$ cat config.mk
export PLATFORM = sky130hd
export DESIGN_NAME = uart_led_cmd
export DESIGN_NICKNAME = d
export VERILOG_FILES = /design/src/rtl/uart_led_cmd.sv
export SDC_FILE = /design/constraint.sdc
export NUM_CORES = 1
export LEC_CHECK = 0
export CAP_MARGIN = 15
export CORE_MARGIN = 8
export CORE_UTILIZATION = 37
export CTS_CLUSTER_SIZE = 8
export DETAILED_ROUTE_END_ITERATION = 12
export HOLD_SLACK_MARGIN = 0.02
export PLACE_DENSITY = 0.65
export SLEW_MARGIN = 5
export SYNTH_ARGS = -nofsm -noshare
export SYNTH_HDL_FRONTEND = slang
export SYNTH_SLANG_ARGS = --single-unit
export TNS_END_PERCENT = 5
$ cat constraint.sdc
create_clock -name Clock -period 2.6 [get_ports Clock]
set_input_delay 0.39 -clock Clock [delete_from_list [all_inputs] [get_ports Clock]]
set_output_delay 0.39 -clock Clock [all_outputs]
set_load 0.01 [all_outputs]
$ cat src/rtl/uart_led_cmd.sv
// LF-terminated ASCII LED command parser between the UART RX FIFO and UART TX.
// "Lhh" sets the LED register, "R" reads it back as hex; bad lines get "?".
module uart_led_cmd #(
  parameter int unsigned          LED_WIDTH = 8,
  parameter logic [LED_WIDTH-1:0] LED_RESET = '0
) (
  input  logic                 Clock,
  input  logic                 Reset,
  input  logic                 i_Received,
  output logic                 o_Read_FIFO,
  input  logic                 i_Data_Ready,
  input  logic [7:0]           i_Data,
  output logic                 o_Start,
  output logic [7:0]           o_TX_Data,
  input  logic                 i_Busy_TX,
  output logic [LED_WIDTH-1:0] o_LED,
  output logic                 o_Cmd_Error
);

  localparam logic [7:0] CH_LF = 8'h0A;
  localparam logic [7:0] CH_CR = 8'h0D;
  localparam logic [7:0] CH_L  = 8'h4C;
  localparam logic [7:0] CH_R  = 8'h52;
  localparam logic [7:0] CH_K  = 8'h4B;
  localparam logic [7:0] CH_Q  = 8'h3F;

  typedef enum logic [2:0] {
    S_IDLE,
    S_WAIT_DATA,
    S_PARSE,
    S_TX_START,
    S_TX_BUSY,
    S_TX_DONE
  } state_t;

  state_t     state_q, state_d;
  logic [7:0] rx_byte;
  logic [7:0] line_cmd, line_arg0, line_arg1;
  logic [1:0] line_cnt;
  logic       line_err;
  logic [7:0] tx_q1, tx_q2;
  logic [1:0] tx_left;
  logic [7:0] led8;
  logic       line_empty, cmd_set, cmd_read;

  function automatic logic is_hex(input logic [7:0] c);
    return (c >= 8'h30 && c <= 8'h39) || (c >= 8'h41 && c <= 8'h46) ||
           (c >= 8'h61 && c <= 8'h66);
  endfunction

  function automatic logic [3:0] hex_val(input logic [7:0] c);
    logic [7:0] v;
    if (c <= 8'h39)      v = c - 8'h30;
    else if (c <= 8'h46) v = c - 8'h37;
    else                 v = c - 8'h57;
    return v[3:0];
  endfunction

  function automatic logic [7:0] hex_char(input logic [3:0] n);
    return (n < 4'd10) ? {4'h3, n} : (8'h37 + {4'h0, n});
  endfunction

  always_comb begin
    led8       = 8'(o_LED);
    line_empty = (line_cnt == 2'd0) && !line_err;
    cmd_set    = !line_err && (line_cnt == 2'd3) && (line_cmd == CH_L) &&
                 is_hex(line_arg0) && is_hex(line_arg1);
    cmd_read   = !line_err && (line_cnt == 2'd1) && (line_cmd == CH_R);
  end

  always_ff @(posedge Clock or posedge Reset) begin
    if (Reset) state_q <= S_IDLE;
    else       state_q <= state_d;
  end

  always_comb begin
    state_d = state_q;
    o_Start = 1'b0;
    unique case (state_q)
      S_IDLE:      if (i_Received) state_d = S_WAIT_DATA;
      S_WAIT_DATA: if (i_Data_Ready) state_d = S_PARSE;
      S_PARSE:     state_d = (rx_byte == CH_LF && !line_empty) ? S_TX_START : S_IDLE;
      S_TX_START: begin
        if (!i_Busy_TX) begin
          o_Start = 1'b1;
          state_d = S_TX_BUSY;
        end
      end
      S_TX_BUSY:   if (i_Busy_TX) state_d = S_TX_BUSY == S_TX_BUSY ? S_TX_DONE : S_TX_BUSY;
      S_TX_DONE:   if (!i_Busy_TX) state_d = (tx_left != 2'd0) ? S_TX_START : S_IDLE;
      default:     state_d = S_IDLE;
    endcase
  end

  always_ff @(posedge Clock or posedge Reset) begin
    if (Reset) begin
      o_Read_FIFO <= 1'b0;
      o_Cmd_Error <= 1'b0;
      o_TX_Data   <= '0;
      o_LED       <= LED_RESET;
      rx_byte     <= '0;
      line_cmd    <= '0;
      line_arg0   <= '0;
      line_arg1   <= '0;
      line_cnt    <= '0;
      line_err    <= 1'b0;
      tx_q1       <= '0;
      tx_q2       <= '0;
      tx_left     <= '0;
    end else begin
      o_Read_FIFO <= (state_q == S_IDLE) && i_Received;
      o_Cmd_Error <= 1'b0;
      if (state_q == S_WAIT_DATA && i_Data_Ready) rx_byte <= i_Data;
      if (state_q == S_PARSE) begin
        if (rx_byte == CH_LF) begin
          line_cnt <= '0;
          line_err <= 1'b0;
          // o_TX_Data holds the byte in flight; tx_q1/tx_q2 hold the rest of the reply
          if (cmd_set) begin
            o_LED     <= LED_WIDTH'({hex_val(line_arg0), hex_val(line_arg1)});
            o_TX_Data <= CH_K;
            tx_q1     <= CH_LF;
            tx_left   <= 2'd1;
          end else if (cmd_read) begin
            o_TX_Data <= hex_char(led8[7:4]);
            tx_q1     <= hex_char(led8[3:0]);
            tx_q2     <= CH_LF;
            tx_left   <= 2'd2;
          end else if (!line_empty) begin
            o_Cmd_Error <= 1'b1;
            o_TX_Data   <= CH_Q;
            tx_q1       <= CH_LF;
            tx_left     <= 2'd1;
          end
        end else if (rx_byte != CH_CR && !line_err) begin
          case (line_cnt)
            2'd0:    line_cmd  <= rx_byte;
            2'd1:    line_arg0 <= rx_byte;
            2'd2:    line_arg1 <= rx_byte;
            default: line_err  <= 1'b1;
          endcase
          if (line_cnt != 2'd3) line_cnt <= line_cnt + 2'd1;
        end
      end
      if (state_q == S_TX_DONE && !i_Busy_TX && tx_left != 2'd0) begin
        o_TX_Data <= tx_q1;
        tx_q1     <= tx_q2;
        tx_left   <= tx_left - 2'd1;
      end
    end
  end

endmodule

Word-level counts from Yosys, hierarchy flattened
Index checks and enable logic that the tools add are counted.
{"block": "op_classes", "bitwise_logic": 2, "n_lt_le_gt_ge": 14, "reduce_logical": 43, "n_mux": 45, "n_addsub": 10, "eq_ne": 20}
{"op": "8-bit 2-to-1 mux", "n": 12}
{"op": "8-bit by 7-bit greater-or-equal comparator with 1-bit output (second input constant)", "n": 4}
{"op": "8-bit by 7-bit less-or-equal comparator with 1-bit output (second input constant)", "n": 4}
{"op": "2-bit 2-to-1 mux", "n": 11}
{"op": "1-bit logical AND", "n": 19}
{"op": "3-bit one-hot mux with 6 select lines", "n": 1}
{"op": "8-bit by 7-bit == test with 1-bit output (second input constant)", "n": 2}
{"op": "8-bit by 6-bit greater-or-equal comparator with 1-bit output (second input constant)", "n": 2}
{"op": "8-bit by 6-bit less-or-equal comparator with 1-bit output (second input constant)", "n": 2}
{"op": "4-bit 2-to-1 mux", "n": 4}
{"op": "4-bit AND reduction", "n": 4}
{"op": "4-bit by 3-bit subtractor with 4-bit output (second input constant)", "n": 4}
{"op": "3-bit 2-to-1 mux", "n": 5}
{"op": "6-bit by 4-bit adder with 7-bit output (first input constant)", "n": 2}
{"op": "7-bit 2-to-1 mux", "n": 2}
{"op": "2-bit != test (second input constant)", "n": 6}
{"op": "3-bit AND reduction", "n": 4}
{"op": "1-bit 2-to-1 mux", "n": 10}
{"op": "2-bit nonzero test", "n": 5}
{"op": "8-bit by 4-bit == test with 1-bit output (second input constant)", "n": 1}
{"op": "4-bit < comparator (second input constant)", "n": 2}
{"op": "8-bit by 4-bit != test with 1-bit output (second input constant)", "n": 1}
{"op": "4-bit by 1-bit subtractor with 4-bit output (second input constant)", "n": 2}
{"op": "3-bit by 2-bit == test with 1-bit output (second input constant)", "n": 2}
{"op": "other kinds (15)", "n": 23}
{"block": "totals", "register_bits": 67, "output_inout_bits": 19}

Logic depth before layout (Yosys ltp)
{"block": "logic_depth", "ltp_word": 10, "mapped_depth": 9, "depth_no_buf": 8}

Worst setup path before layout
Ideal clock, no wire load.
{"block": "synth_path", "path_type": "flip-flop to flip-flop", "start": "reg line_arg0[3]", "end": "reg tx_left[1]", "setup_slack_ns": 0.341, "path_stages_with_launch": 8, "period_less_slack_ns": 2.259, "path_buffers": 1, "required_time_ns": 2.480, "arrival_time_ns": 2.139, "path_cell_list": "dfrtp_1 > or4b_1 > a311oi_1 > a41oi_1 > nor4_4 > o21ai_2 > buf_6 > a31o_2"}
{"block": "synth_via", "elab_chain_len": 10, "elab_cells_between_ends": 19, "cone_classes": "order compare: 6; eq/ne: 1; mux: 4; reduce/logical: 8"}
{"element": "start, declared", "line": "38", "text": "logic [7:0] line_cmd, line_arg0, line_arg1;"}
{"element": "start signal, assigned", "line": "138", "text": "2'd1: line_arg0 <= rx_byte;"}
{"element": "8-bit by 6-bit greater-or-equal comparator with 1-bit output (tied with other cells)", "line": "47", "text": "return (c >= 8'h30 && c <= 8'h39) || (c >= 8'h41 && c <= 8'h46) ||"}
{"element": "1-bit logical AND", "line": "47"}
{"element": "1-bit logical OR", "line": "47"}
{"element": "1-bit logical OR *", "line": "47"}
{"element": "1-bit logical AND *", "line": "66", "text": "cmd_set = !line_err && (line_cnt == 2'd3) && (line_cmd == CH_L) &&"}
{"element": "1-bit logical AND *", "line": "67", "text": "is_hex(line_arg0) && is_hex(line_arg1);"}
{"element": "2-bit 2-to-1 mux", "line": "119", "text": "if (cmd_set) begin"}
{"element": "2-bit 2-to-1 mux", "line": "115", "text": "if (rx_byte == CH_LF) begin"}
{"element": "2-bit 2-to-1 mux", "line": "114", "text": "if (state_q == S_PARSE) begin"}
{"element": "2-bit 2-to-1 mux", "line": "145", "text": "if (state_q == S_TX_DONE && !i_Busy_TX && tx_left != 2'd0) begin"}
{"element": "end signal, assigned", "line": "148", "text": "tx_left <= tx_left - 2'd1;"}
{"element": "end, declared", "line": "42", "text": "logic [1:0] tx_left;"}
Mark *: on every way between the ends. The rest lies on a longest branch, timed or not. The select of a mux whose other input is x is not followed.
A chain may end at the register's enable or synchronous reset.

Worst setup path after layout
{"block": "layout_path", "start": "reg line_arg0[3]", "end": "reg o_TX_Data[4]"}
{"block": "layout_via", "elab_chain_len": 10, "elab_cells_between_ends": 19, "cone_classes": "order compare: 6; eq/ne: 1; mux: 4; reduce/logical: 8"}
{"element": "8-bit by 6-bit greater-or-equal comparator with 1-bit output (tied with other cells)", "line": "47"}
{"element": "1-bit logical AND", "line": "47"}
{"element": "1-bit logical OR", "line": "47"}
{"element": "1-bit logical OR *", "line": "47"}
{"element": "1-bit logical AND *", "line": "66"}
{"element": "1-bit logical AND *", "line": "67"}
{"element": "8-bit 2-to-1 mux", "line": "119"}
{"element": "8-bit 2-to-1 mux", "line": "115"}
{"element": "8-bit 2-to-1 mux", "line": "114"}
{"element": "8-bit 2-to-1 mux", "line": "145"}
{"element": "end signal, assigned", "line": "125", "text": "o_TX_Data <= hex_char(led8[7:4]);"}
{"element": "end signal, assigned", "line": "146", "text": "o_TX_Data <= tx_q1;"}
{"element": "end, declared", "line": "14", "text": "output logic [7:0] o_TX_Data,"}
Marks and branches as above.

==> flow_summary.json <==
{
  "p_per_area_mw_per_mm2": 1030,
  "start_util_pct": 37.6,
  "grt-ovfl-total": 0,
  "rr_endpoint": "o_TX_Data[4]",
  "vias": 2493,
  "core-area_mm2": 0.00906,
  "switching_share_pct": 35.7,
  "maxCapViolations": 0,
  "ios": 32,
  "antenna_cells": 0,
  "crit_fanout": 4,
  "drive_gt1_share_pct": 23.4,
  "die_w_um": 112,
  "vias_per_cell": 5.26,
  "ant_nets": 0,
  "fin_area_mm2": 0.00413,
  "worst_setup_path_endpoint": "o_TX_Data[4]",
  "crit_path_end_kind": "flip-flop",
  "slew_headroom_pct": 53.3,
  "gp_congestion": 0.763,
  "drtIter0Drc": 61,
  "place_area_mm2": 0.00389,
  "yosys.area.top_type": "dfrtp_1",
  "ys_seq_elements": 65,
  "synthTopCellsByArea": "dfrtp_1 48%, mux2_2 13%, ha_1 5.1%, nand2_1 3.1%, a21oi_1 2.2%",
  "grt_pass1_wl_um": 12300,
  "yosysWarnings": 0,
  "nFillCells": 865,
  "crit_start": "line_arg0[3]",
  "syn_avg_cell_area_um2": 10.9,
  "arrival_ns": 2.69,
  "cts_num_sinks": 65,
  "p_int_w": 0.00273,
  "first_global_vias": 2536,
  "async_flop_share_pct": 100,
  "min_period_ns": 2.46,
  "dieArea_mm2": 0.0125,
  "grt_max_degree": 24,
  "dp_hpwl_um": 5510,
  "layout_commonest_cell": "dfrtp_1",
  "root_buffer": "clkbuf_8",
  "synthSimpleGateAreaFrac_pct": 16.0,
  "status": "completed",
  "synth_cell_types": 51,
  "synth_xor_area_share_pct": 2.06,
  "avgRoutedWirePerCell_um": 15.8,
  "r2r_slack_ns": 0.14,
  "hp-class": "primary input to asynchronous set/reset pin",
  "slew_viol_final": 0,
  "pwr-share-clk_pct": 19.7,
  "fp.dieH_um": 112,
  "final_nets": 385,
  "syn_nets": 338,
  "skew_ns": 0.00756,
  "syn_to_final_growth_pct": 21.4,
  "insertion_delay_ns": 0.35,
  "synth_area_mm2": 0.00340,
  "pwr-share-seq_pct": 41.5,
  "synthAdderAreaFrac_pct": 5.15,
  "cts_made_buffers": 9,
  "ys_seq_area_share_pct": 47.8,
  "rsz0062_at_grt": "no",
  "fin_setup_tns_ns": 0,
  "drt-pass1-iter-count": 4,
  "whs_ns": 0.394,
  "critPathKind": "flip-flop to flip-flop",
  "synthMuxAreaShare_pct": 14.3,
  "synth_top_family_by_area": "simple AND/OR/NAND/NOR gates",
  "drt-total-wl_um": 7480,
  "p_switching_w": 0.00151,
  "synth_compound_area_share_pct": 11.5,
  "ys.flop_type": "dfrtp_1",
  "route.detailed.drc": 0,
  "path_clk_slew_ns": 0.07,
  "final_cell_mix": "64 x dfrtp_1, 38 x mux2_2, 30 x clkdlybuf4s50_1, 28 x nand2_1, 18 x nor2_1",
  "reg2reg_depth": 7,
  "worstMarginPinSlew_ns": 0.695,
  "required_ns": 2.83,
  "grt_usage_pct": 12.3,
  "cts_tree": "done",
  "fin_crit_sh_pct": 94.6,
  "rows": 35,
  "reg2reg_from": "line_arg0[3]",
  "start_kind": "flip-flop",
  "fmax_mhz": 407,
  "synthCells": 311,
  "synth_edf_count": 0,
  "io_buffer_count": 30,
  "p_leak_nw": 1.79,
  "htreeDepth": 3,
  "synth_top_area_share_pct": 47.8,
  "ir_drop_mv": 0.558,
  "antenna_found_initial": 0,
  "hold_viol": 0,
  "setup_viol": 0,
  "cts_buffer_depth": 2,
  "pwr-share-comb_pct": 38.8
}
-- routing by layer --
layer,wire length [µm],vias up,global-route usage [%]
met5,0,-,0
met4,116,0,4.74
met3,336,16,4.27
met2,3540,38,19.7
met1,3490,1234,14.8
li1,-,1205,-
-- synth_stat cells (4+ instances only) --
library cell / n
nand2b_1: 6
nand3_1: 5
xnor2_1: 6
nor2_1: 18
inv_1: 16
a21oi_1: 15
dfrtp_1: 65
a31oi_1: 5
nor2b_1: 4
o21ai_0: 11
nor3_1: 5
mux2_2: 38
mux2i_1: 6
o22ai_1: 6
ha_1: 14
clkbuf_1: 6
or3_1: 5
nand2_1: 28
-- critical path: stages, from the launching register on --
cell,delay [ns]
dfrtp_1,0.40
or4b_4,0.54
a311oi_2,0.28
a41oi_2,0.11
nor4_4,0.44
buf_4,0.19
a311oi_1,0.05
a311o_1,0.34
-- per-stage QoR --
stage          cells  total power (W)  setup WS [ns]  util (%)
5_1_grt          474          0.00454         0.0302      45.6
4_1_cts          472          0.00422          0.104      45.1
3_5_place_dp     456          0.00337          0.106      43.0
2_1_floorplan    311          0.00281          0.341         -
6_report         474          0.00424          0.140      45.6
3_3_place_gp     456          0.00332          0.217      43.0
-- area by class of cell --
cell class / instances / area [µm²] / share of cell area [%]
sequential: 65 / 1630 / 39.4
multi-input combinational: 221 / 1700 / 41.1
timing repair buffer: 45 / 413 / 9.99
clock buffer: 9 / 124 / 3.00
clock inverter: 7 / 71.3 / 1.73
inverter: 16 / 60.1 / 1.45
tap: 111 / 139 / 3.36
-- flip-flops by register name (all words and copies together), names as in the netlist, 2 cells and up --
name and count:
tx_left 2, line_cnt 2, line_cmd 8, rx_byte 8, o_LED 8, line_arg0 8
o_TX_Data 7, tx_q1 7, state_q 3, line_arg1 8
-- cells by family (layout without fill, tap and decap cells) --
family | count (synthesis) | after routing
adders and majority gates | 14 | 14
xor gates and xnor gates | 8 | 8
muxes | 44 | 44
and+or+nand+nor | 94 | 94
AOI/OAI and AO/OA | 60 | 60
DFF | 65 | 65
buffers and inverters | 25 | 77
other | 1 | 1
-- power by group through the flow --
stage | clock (W) | sequential [W] | combinational [W]
4_1_cts | 0.000861 | 0.00175 | 0.00161
2_1_floorplan | 0 | 0.00169 | 0.00111
6_report | 0.000835 | 0.00176 | 0.00164
5_1_grt | 0.000906 | 0.00181 | 0.00182
3_3_place_gp | 0 | 0.00175 | 0.00157
3_5_place_dp | 0 | 0.00177 | 0.00160
-- worst min path at each step --
stage / endpoint / slack, ns / depth (start not counted)
final: line_cmd[6] / 0.39 / 2
after global placement: tx_q2[1] / 0.48 / 1
after CTS: line_cmd[6] / 0.41 / 2
after floorplan: tx_q2[1] / 0.46 / 1
after detailed placement: tx_q2[1] / 0.48 / 1
after global routing: line_cmd[5] / 0.44 / 2
-- what timing repair did --
item / CTS / global route
hold buffers: 0 / 0
hold endpoints to repair: 0 / 0
resized for setup: 0 / 7
setup buffers: 0 / 2
endpoints found under the setup margin: 0 / 7
No activity file was read; power rests on OpenSTA's default activity.
==> variant 1 (same settings) <==
Change the parameter `LED_WIDTH` from 8 to 12.
--- a/src/rtl/uart_led_cmd.sv
+++ b/src/rtl/uart_led_cmd.sv
@@ -1,7 +1,7 @@
 // LF-terminated ASCII LED command parser between the UART RX FIFO and UART TX.
 // "Lhh" sets the LED register, "R" reads it back as hex; bad lines get "?".
 module uart_led_cmd #(
-  parameter int unsigned          LED_WIDTH = 8,
+  parameter int unsigned          LED_WIDTH = 12,
   parameter logic [LED_WIDTH-1:0] LED_RESET = '0
 ) (
   input  logic                 Clock,
Interface: changed (resized o_LED); port bits go from 32 to 36. The function was not compared with the original's and may differ.
==> variant 1 against the unedited design <==
  * Power is 0.81% higher
  * Cell area is 4.1% higher
  * Non-clock buffer count is 12 higher
  * Area after synthesis is 3.2% higher
  * Critical path depth stayed put
  * Sequential cell count stayed put
  * Clock skew is 0.0025 ns lower
  * Sequential power is 2% lower
  * Worst setup slack better by 0.019 ns
  * Routed wire length is 2.1% higher
  * Via count is 2.9% higher
  * Maximum frequency is 0.79% higher
  * Die area is 2.8% higher
  * Hold slack better by 0.053 ns
  * Critical endpoint is now o_TX_Data[1]$_DFFE_PP0P_
  * Highest routed layer unchanged
==> variant 1: results (changes against the unedited design) <==
Crit Path Max Fanout=16 (+12); synth top area cells=dfrtp_1 (46%), mux2_2 (12%), ha_1 (5.0%); Clock Network Area Fraction=3.78% (-0.94 points); outcome=complete, no violations; number of global-route vias before repair=2580 (+1.7%); worst-path cell with the longest stage delay=or4b_2; Cells after Synth=317 (+1.9%); HPWL after DPL=5780 um (+5.0%); Synth Area in XOR/XNOR=1.99% (-0.064 points); Total Routing Usage GR=12.7% (+0.38 points); Synth top cells by count=dfrtp_1 (65), mux2_2 (38), inv_1 (23), nor2_1 (20), a21oi_1 (18); placed cell areas=0.00414 mm^2 (+6.2%); Crit path largest cell delay=0.65 ns (+0.11 ns); Synth Area in Compound Gates=12.9% (+1.4 points); inverter count=23 (+7); placed insts=495 (+8.6%); area share of buffers outside the clock network=12.3% (+2.3 points); GPL Wtd Cong=0.767 (+0.55%); Signal buffers=57 (+27%); routed len/inst=15.0 um (-5.1%); multi-input logic portion of the cell area=40.4% (-0.71 points); mux contribution to synthesized area=14.3% (-0.022 points); Fill cells=859 (-0.69%); CP delay by family, top=simple AND/OR/NAND/NOR gates; DR iter-0 viols=103 (+69%); DP Worst Slack=0.0625 ns (-0.0439 ns); layout cell share with drive strength beyond 1=23.6% (+0.21 points); CLK BUF=12 (+3); number of nets in the layout=404 (+4.9%); Netlist cell types=56 (+9.8%); static leakage=1.87 nW (+4.5%); Multi-input gate area=0.00174 mm^2 (+2.3%); Synth Area in Adders=4.98% (-0.16 points); sequential cells=65 (unchanged); largest net degree at the start of global routing=66 (+180%); first-pass GRT wire length=12900 um (+5.0%); register area share after synthesis=46.3% (-1.5 points); vias=2565 (+2.9%); vias per cell=5.03 (-4.4%)
-- variant 1: cell count changes in the layout (fill, tap and decap cells not counted), sizes merged, moves of 4 or more --
| cell | delta |
|---|---|
| or3 | -5 |
| buf | +12 |
| conb | +4 |
| inv | +7 |
| nand2 | -11 |
-- variant 1: power breakdown --
| group | switching [mW] | internal (mW) |
|---|---|---|
| Combinational | 0.852 | 0.979 |
| Sequential | 0.318 | 1.40 |
| Clock | 0.356 | 0.364 |
| Total | 1.53 | 2.74 |
-- variant 1: routing by layer --
metal / vias up / wire (um) / GRT usage [%] / part of all wire (%)
met5: - / 0 / 0 / 0
met4: 0 / 114 / 3.73 / 1.5
met3: 12 / 323 / 4.01 / 4.2
met2: 52 / 3750 / 20.7 / 49
met1: 1247 / 3450 / 15.6 / 45
li1: 1254 / - / - / -
-- variant 1: tightest hold or removal path: stages --
cell and delay (ns):
clkdlybuf4s50_1 0.42, inv_2 0.08, buf_12 0.29
-- variant 1: final timing paths --
kind                                          start                  endpoint  slack, ns  depth (start not counted)
setup / recovery           line_arg0[4]$_DFFE_PP0P_  o_TX_Data[1]$_DFFE_PP0P_       0.16                          7
hold / removal                                Reset  o_TX_Data[0]$_DFFE_PP0P_       0.45                          3
setup reg to reg           line_arg0[4]$_DFFE_PP0P_  o_TX_Data[1]$_DFFE_PP0P_       0.16                          7
hold reg to reg              state_q[1]$_DFFE_PP0P_     o_Read_FIFO$_DFF_PP0_       0.49                          1
max in group asynchronous                     Reset   line_cmd[6]$_DFFE_PP0P_       1.85                          3
min in group Clock           state_q[1]$_DFFE_PP0P_     o_Read_FIFO$_DFF_PP0_       0.49                          1
==> variant 2 (same flow settings) <==
Made on the original files. Reset style: synchronous (`Reset`), changed in 2 clocked blocks.
--- a/src/rtl/uart_led_cmd.sv
+++ b/src/rtl/uart_led_cmd.sv
@@ -68,7 +68,7 @@
     cmd_read   = !line_err && (line_cnt == 2'd1) && (line_cmd == CH_R);
   end
 
-  always_ff @(posedge Clock or posedge Reset) begin
+  always_ff @(posedge Clock) begin
     if (Reset) state_q <= S_IDLE;
     else       state_q <= state_d;
   end
@@ -92,7 +92,7 @@
     endcase
   end
 
-  always_ff @(posedge Clock or posedge Reset) begin
+  always_ff @(posedge Clock) begin
     if (Reset) begin
       o_Read_FIFO <= 1'b0;
       o_Cmd_Error <= 1'b0;
Check against the original RTL: differs if Reset is asserted again (counterexample within 4 cycles, from zero or initial values and one cycle with Reset high); with Reset held inactive, the same outputs for 10 cycles.
==> variant 2 against the unedited design <==
  * Cell area fell by 3.6%
  * Sequential share of layout area fell by 6.7 points
  * Area after synthesis fell by 3.3%
  * Cell count rose by 11%
  * Sequential cell count did not move
  * Die area fell by 2.8%
  * Worst setup slack improved by 0.041 ns
  * Routed wire length rose by 4.2%
Power is not compared: it rests on default switching activity, and its combinational part moved more than twofold at a synthesized area within 25%.
==> variant 2: results (changes against the unedited design) <==
ANT cells=0 (unchanged); outcome=complete, no violations; input/output buffers=30 (unchanged); VDD IR max=0.000240 V; DR iter-0 viols=131 (+110%); critical path arrival=2.69 ns (about the same); Synth top cells by count=dfxtp_1 (65), nor2_1 (50), mux2i_1 (33), nand2_1 (26), a21oi_1 (24); Post-synth top flop=dfxtp_1; DR pass1 iterations=5 (+1); number of nets in the layout=441 (+15%); largest net degree at the start of global routing=37 (+54%); GPL Wtd Cong=0.827 (+8.4%); TritonCTS Buffers=9 (unchanged); FF-to-FF End=tx_q1[4]$_SDFFE_PP0P_; worst slew pin tran=0.589 ns (-0.106 ns); crit path capture type=flop; static leakage=1.49 nW; placed insts=509 (+12%); total wire length=7800 um (+4.2%); register area share after synthesis=39.5% (-8.2 points); r2r worst-path depth=8 (+1); syn_nets=400 (+18%); Root Driver=clkbuf_8; number of global-route vias before repair=2724 (+7.4%); layout cell share with drive strength beyond 1=11.5% (-12 points); Total Routing Usage GR=13.6% (+1.3 points); core area=0.00868 mm^2 (-4.3%); CTS max path bufs=2 (unchanged); Netlist cell types=62 (+22%); Clock transition at path regs=0.08 ns; worst clock skew=0.00791 ns (+0.000352 ns); synth top area cells=dfxtp_1 (40%), mux2i_1 (10%), ha_1 (5.7%); asr flop ratio synth=0% (-100 points); Syn Area/Cell=8.85 um^2 (-19%); Hold Crit Class=flop to flop; vias per cell=5.36 (+1.9%); yosys warns=0 (unchanged); FF-to-FF setup slack=0.18 ns (+0.04 ns); first-pass GRT wire length=13200 um (+7.4%); CTS H-tree lvls=3 (unchanged); CP Launch Point=line_arg0[1]$_SDFFE_PP0P_; placed cell areas=0.00377 mm^2 (-3.2%); HPWL after DPL=5790 um (+5.1%); vias=2818 (+13%); Crit Path Max Fanout=8 (+4); antenna violations before repair=0 (unchanged); insertion delay to the later sink of the worst-skew pair=0.34 ns
variant 2: final cells by class:
cell class / instances / area, um^2
fillers: 865 / 4700
multi-input cells: 270 / 1850
repair buffers: 46 / 415
clock inverters: 7 / 78.8
flip-flops and latches: 65 / 1300
well taps: 108 / 135
inverters: 21 / 78.8
clock buffers: 9 / 124
variant 2: how the worst min path moves through the flow:
stage	slack, ns	depth (start not counted)	from	to
floorplan	0.44	2	line_arg0[6]$_SDFFE_PP0P_	line_arg0[6]$_SDFFE_PP0P_
global placement	0.45	1	o_TX_Data[3]$_SDFFE_PP0P_	o_TX_Data[3]$_SDFFE_PP0P_
detailed placement	0.45	1	o_TX_Data[3]$_SDFFE_PP0P_	o_TX_Data[3]$_SDFFE_PP0P_
CTS	0.47	1	o_TX_Data[3]$_SDFFE_PP0P_	o_TX_Data[3]$_SDFFE_PP0P_
global route	0.49	1	o_TX_Data[3]$_SDFFE_PP0P_	o_TX_Data[3]$_SDFFE_PP0P_
finish	0.47	1	o_TX_Data[3]$_SDFFE_PP0P_	o_TX_Data[3]$_SDFFE_PP0P_
variant 2: layer usage:
metal	global-route usage (%)	share of wire, %
met5	0	0
met2	22.9	48
met1	16.2	45
met4	4.57	1.1
met3	3.78	5.6
variant 2: kinds of logic after synthesis:
| logic type | after synthesis | synth area share, % |
|---|---|---|
| flops | 65 | 39.5 |
| buf+inv | 37 | 4.37 |
| mux | 35 | 10.7 |
| xor+xnor | 8 | 2.13 |
| simple gates | 140 | 22.4 |
| compound gates | 71 | 15.1 |
| fa+ha+maj | 15 | 5.70 |
| other cells | 1 | 0.114 |
variant 2: power by group:
part	internal (mW)	switching, mW	leakage [nW]
clock	0.450	0.422	0.0925
combinational	0.0824	0.0884	0.868
sequential	1.01	0.0294	0.525
total	1.55	0.539	1.49
variant 2: what timing repair did:
action	in CTS	in global routing
setup buffers	0	1
hold buffers	0	0
resized for setup	0	1
setup endpoints to repair	0	2
variant 2: worst max-delay path: stages (launching register included):
cell and delay (ns):
dfxtp_1 0.42, inv_1 0.11, ha_1 0.20, nor3b_1 0.15, a311oi_2 0.29, o2111ai_2 0.20, o31a_4 0.36, or4_1 0.47
a21oi_1 0.15
variant 2: through the flow:
stage | worst slack (ns) | hold WS (ns) | power, mW
finish | 0.181 | 0.467 | 2.09
global route | 0.0134 | 0.492 | 2.18
CTS | 0.0759 | 0.472 | 2.11
detailed placement | 0.114 | 0.454 | 1.24
global placement | 0.187 | 0.453 | 1.23
floorplan | 0.260 | 0.440 | 1.17
